**src/rtl/mem_access_stage.sv**
```systemverilog
// Memory stage between EX_MEM and MEM_WB: issues loads/stores over a req/ack handshake and stalls upstream meanwhile.
// Optional feature: define MEM_TIMEOUT_EN to enable the WAIT-state timeout and the sticky mem_err flag.
module mem_access_stage #(
  parameter int ADDR_W         = 10,
  parameter int TIMEOUT_CYCLES = 255
) (
  input  logic              clk,
  input  logic              rst,
  input  logic              valid_in,
  input  logic [1:0]        m_in,
  input  logic [1:0]        wb_in,
  input  logic [31:0]       r2_in,
  input  logic [31:0]       resALU_in,
  input  logic [3:0]        dest_in,
  output logic [1:0]        wb,
  output logic [31:0]       r2,
  output logic [31:0]       resALU,
  output logic [31:0]       memData,
  output logic [3:0]        dest,
  output logic              stall,
  output logic              dmem_req,
  output logic              dmem_we,
  output logic [ADDR_W-1:0] dmem_addr,
  output logic [31:0]       dmem_wdata,
  input  logic [31:0]       dmem_rdata,
  input  logic              dmem_ack,
  output logic              mem_err,
  output logic [1:0]        state_dbg
);

  // Handshake: dmem_req stays high with addr/we/wdata stable until the cycle dmem_ack is
  // sampled high; the access then completes on that posedge. Ack at any other time is ignored.
  typedef enum logic [1:0] {
    IDLE = 2'd0,
    WAIT = 2'd1,
    DONE = 2'd2
  } state_t;

  state_t      state, state_nxt;
  logic        mem_op, is_read;
  logic        cap_en;
  logic [31:0] cap_data;
  logic        stall_raw, req_raw;
  logic        timeout_hit;

  assign mem_op  = valid_in & (|m_in);
  assign is_read = (m_in == 2'b01);

  assign r2         = r2_in;
  assign resALU     = resALU_in;
  assign dest       = dest_in;
  assign dmem_we    = m_in[1];
  assign dmem_addr  = resALU_in[ADDR_W+1:2];
  assign dmem_wdata = r2_in;
  assign state_dbg  = state;

  // Gating with rst lets req/stall drop immediately, even if EX_MEM still shows a mem op.
  assign stall    = stall_raw & ~rst;
  assign dmem_req = req_raw & ~rst;

`ifdef MEM_TIMEOUT_EN
  localparam int CNT_W = $clog2(TIMEOUT_CYCLES + 1);
  logic [CNT_W-1:0] cnt;
  logic             err_q;

  assign timeout_hit = (state == WAIT) && !dmem_ack && (cnt == CNT_W'(TIMEOUT_CYCLES - 1));
  assign mem_err     = err_q;

  always_ff @(posedge clk or posedge rst) begin
    if (rst) begin
      cnt   <= '0;
      err_q <= 1'b0;
    end else begin
      if (state == IDLE)
        cnt <= '0;
      else if (state == WAIT)
        cnt <= cnt + 1'b1;
      if (timeout_hit)
        err_q <= 1'b1;
    end
  end
`else
  assign timeout_hit = 1'b0;
  assign mem_err     = 1'b0;
`endif

  always_comb begin
    state_nxt = state;
    wb        = wb_in;
    stall_raw = 1'b0;
    req_raw   = 1'b0;
    cap_en    = 1'b0;
    cap_data  = dmem_rdata;
    case (state)
      IDLE: begin
        if (mem_op) begin
          req_raw   = 1'b1;
          stall_raw = 1'b1;
          wb        = 2'b00;
          if (dmem_ack) begin
            state_nxt = DONE;
            cap_en    = is_read;
          end else begin
            state_nxt = WAIT;
          end
        end
      end
      WAIT: begin
        req_raw   = 1'b1;
        stall_raw = 1'b1;
        wb        = 2'b00;
        if (dmem_ack) begin
          state_nxt = DONE;
          cap_en    = is_read;
        end else if (timeout_hit) begin
          state_nxt = DONE;
          cap_en    = 1'b1;
          cap_data  = 32'hDEAD_BEEF;
        end
      end
      DONE: begin
        state_nxt = IDLE;
      end
      default: begin
        state_nxt = IDLE;
      end
    endcase
  end

  always_ff @(posedge clk or posedge rst) begin
    if (rst) begin
      state   <= IDLE;
      memData <= 32'd0;
    end else begin
      state <= state_nxt;
      if (cap_en)
        memData <= cap_data;
    end
  end

endmodule
```
**config.mk**
```make
export PLATFORM = sky130hd
export DESIGN_NAME = mem_access_stage
export DESIGN_NICKNAME = d
export VERILOG_FILES = /design/src/rtl/mem_access_stage.sv
export SDC_FILE = /design/constraint.sdc
export NUM_CORES = 1
export LEC_CHECK = 0
export CAP_MARGIN = 25
export CORE_AREA = 4 4 99 101
export CTS_CLUSTER_SIZE = 8
export DETAILED_ROUTE_END_ITERATION = 8
export DIE_AREA = 0 0 103 105
export DONT_BUFFER_PORTS = 1
export PLACE_DENSITY_LB_ADDON = 0.25
export SYNTH_ARGS = -nofsm -noshare
export SYNTH_HDL_FRONTEND = slang
export SYNTH_SLANG_ARGS = --single-unit
```
**constraint.sdc**
```tcl
create_clock -name clk -period 2.5 [get_ports clk]
set_input_delay 0.125 -clock clk [delete_from_list [all_inputs] [get_ports clk]]
set_output_delay 0.125 -clock clk [all_outputs]
set_load 0.005 [all_outputs]
```
==> flow_metrics.py <==
metrics = {
    "run_status": {
        "outcome": "finished clean",
    },
    "global_route": {
        "grt_pass1_wl_microns": 5747,
        "gr-total-overflow": 0,
        "antenna_found_initial": 0,
        "grt_max_degree": 22,
        "track_usage": 0.07152,
        "first_global_vias": 1076,
    },
    "clock_tree": {
        "ctsHoldBuffers": 34,
        "post-cts-setup-buffer-count": 0,
        "numCtsBuffers": 5,
        "clockRootBuffer": "clkbuf_8",
        "cts_resized": 0,
        "clk_latency_ns": 0.28,
        "h-tree-depth": 2,
        "clock-sinks": 34,
        "clk_pin_slew_worst_paths_ns": 0.07,
        "tritoncts": "built",
        "clk_path_buf_depth": 2,
    },
    "sta": {
        "finalCriticalPeriod_ns": 1.707,
        "maxSlewViolCount": 0,
        "grt_setup_unrepaired": "false",
        "fin_tns_setup_ns": 0,
        "hold_slack_ns": 0.1841,
        "slew_headroom": 0.5079,
        "max_freq_ghz": 0.5859,
        "final-hold-violation-count": 0,
        "fin_worst_skew_ns": 0.006568,
        "worst_pin_slew_ns": 0.7373,
        "setup_viol": 0,
        "timing.final.crit_share": 0.6827,
    },
    "detailed_routing": {
        "ant_nets": 0,
        "wl_met2_microns": 1727,
        "routed.top_layer": "met4",
        "drc": 0,
        "dr_total_vias": 878,
        "firstDrtPassIters": 2,
        "drt_iter0_markers": 19,
        "wl_met3_microns": 547,
        "wire_per_inst_microns": 17.27,
        "wl_met1_microns": 1347,
        "wl_microns": 4025,
        "viasPerCell": 3.768,
    },
    "floorplan": {
        "fp.dieH_microns": 105,
        "start_util": 0.2563,
        "io_pins": 258,
        "coreArea_sq_um": 9021,
        "die-area_sq_um": 10820,
        "die_x_microns": 103,
        "num_rows": 35,
    },
    "placement": {
        "gp_congestion": 0.5983,
        "io_buffers": 0,
        "hpwl_microns": 2852,
    },
    "pwr": {
        "p_seq_frac": 0.530,
        "intPower_mw": 1.143,
        "combPwrFrac": 0.191,
        "p_sw_frac": 0.2599,
        "cellPowerDensity_nw_per_um2": 771.8,
        "leakagePower_nw": 0.8638,
        "clkPwrFrac": 0.280,
        "power.switching_mw": 0.4016,
        "peakVddDrop_mv": 0.1781,
    },
    "logic_synthesis": {
        "synth_top_area_cell": "dfrtp_1",
        "seq_area_frac_synth": 0.3680,
        "synth_seq_cells": 34,
        "avgSynthCellArea_sq_um": 11.92,
        "syn_inst": 194,
        "synth_top_area_frac": 0.3680,
        "syn-num-nets": 302,
        "syn_area_sq_um": 2312,
        "synth_warnings": 0,
        "synthTopCellsByArea": "dfrtp_1 (37%), buf_4 (37%), mux2_4 (19%), buf_12 (2.6%), mux2_2 (0.97%)",
        "yosys.cell_types.count": 13,
    },
    "critical_path": {
        "end_kind": "flop",
        "cp_cell_sequence": "and4bb_1 -> o21a_4 -> buf_12 -> mux2_2",
        "slowest_stage": "dfrtp_1",
        "crit_family": "flip-flops",
        "slowest_delay_ns": 0.41,
        "critPathMaxFanout": 21,
        "critPathArrivalTime_ns": 1.87,
        "crit_buf_inv": 1,
        "cp-start-kind": "flop",
        "timing.rr.start": "state_dbg[1]",
        "critPathLaunch": "state_dbg[1]",
        "cp.required_ns": 2.67,
        "path_class": "reg -> reg",
    },
    "run": {
        "max_cap_viol_count": 0,
    },
    "layout": {
        "syn_to_final_growth_pct": -13.42,
        "drive_above_1_share": 0.3443,
        "fin_nets": 229,
        "diodes": 0,
    },
    "worst_hold_path": {
        "min_from": "valid_in",
        "min_path_type": "in -> reg",
    },
}
==> power groups by stage <==
stage                     clock network [mW]  registers, mW  logic [mW]
after floorplan                            0          0.793       0.382
after global routing                   0.488          0.842       0.319
after detailed placement                   0          0.833       0.255
after global placement                     0          0.838       0.246
final                                  0.432          0.818       0.295
after CTS                              0.462          0.826       0.301
==> synthesized netlist by cell type <==
cell type	number
buf_4	113
dfrtp_1	34
mux2_4	30
buf_12	3
nor2b_1	3
and2_1	2
inv_1	2
mux2_2	2
a21oi_1	1
and4bb_1	1
conb_1	1
o21a_4	1
o21ai_0	1
==> worst reg2reg max path, cell delays in order, from the launching register on <==
cell	delay (ns)
dfrtp_1	0.41
and4bb_1	0.28
o21a_4	0.30
buf_12	0.25
mux2_2	0.36
==> cell type report <==
type,count,area (sq um)
fillers,953,7019
flip-flops and latches,34,850.8
multi-input cells,42,545.5
repair buffers,36,367.9
well taps,111,138.9
clock buffers,7,86.33
inverters,2,7.507
clock inverters,1,5.005
==> sequential cells by signal, indices dropped and copies added (netlist names) <==
signal / cells
state_dbg: 2
memData: 32
==> kinds of logic (layout without fill, tap and decap cells) <==
group | count (synthesis) | in the layout | synth area share
mux | 32 | 32 | 0.2045
other cells | 1 | 1 | 0.001622
flops | 34 | 34 | 0.3680
compound gates | 3 | 3 | 0.01082
simple gates | 6 | 6 | 0.01894
buf+inv | 118 | 46 | 0.3961
==> stage by stage <==
stage	setup WS (ns)	power, mW	utilization	instance area [sq um]	cells
6_report	0.7933	1.545	0.2219	2002	233
5_1_grt	0.7063	1.649	0.2219	2002	233
4_1_cts	0.7612	1.589	0.2219	2002	233
3_5_place_dp	0.7782	1.088	0.1741	1570	191
3_3_place_gp	0.8370	1.084	0.1741	1570	191
2_1_floorplan	1.114	1.175	-	2312	194
==> path summary, 6_finish.rpt <==
path,slack [ns],cells after the start,to
worst max register to register,0.79,4,memData[23]
worst min-delay path,0.18,3,state_dbg[0]
worst min register to register,0.54,1,memData[21]
max in group asynchronous,1.38,3,memData[22]
worst max-delay path,0.79,4,memData[23]
min in group asynchronous,0.41,2,state_dbg[1]
==> metal layers <==
metal	vias up	track usage
met1	408	0.06479
met2	62	0.1045
li1	355	-
met3	53	0.03071
met5	-	0
met4	0	0.08973
==> placed cells by master (no fill, tap or decap), drive strengths merged, types with 2 or more instances in the layout <==
cell         instances
dlygate4sd3         34
dfrtp               34
mux2                32
clkbuf               7
nor2b                3
inv                  2
and2                 2
buf                  2
(Power assumes the default switching activity.)
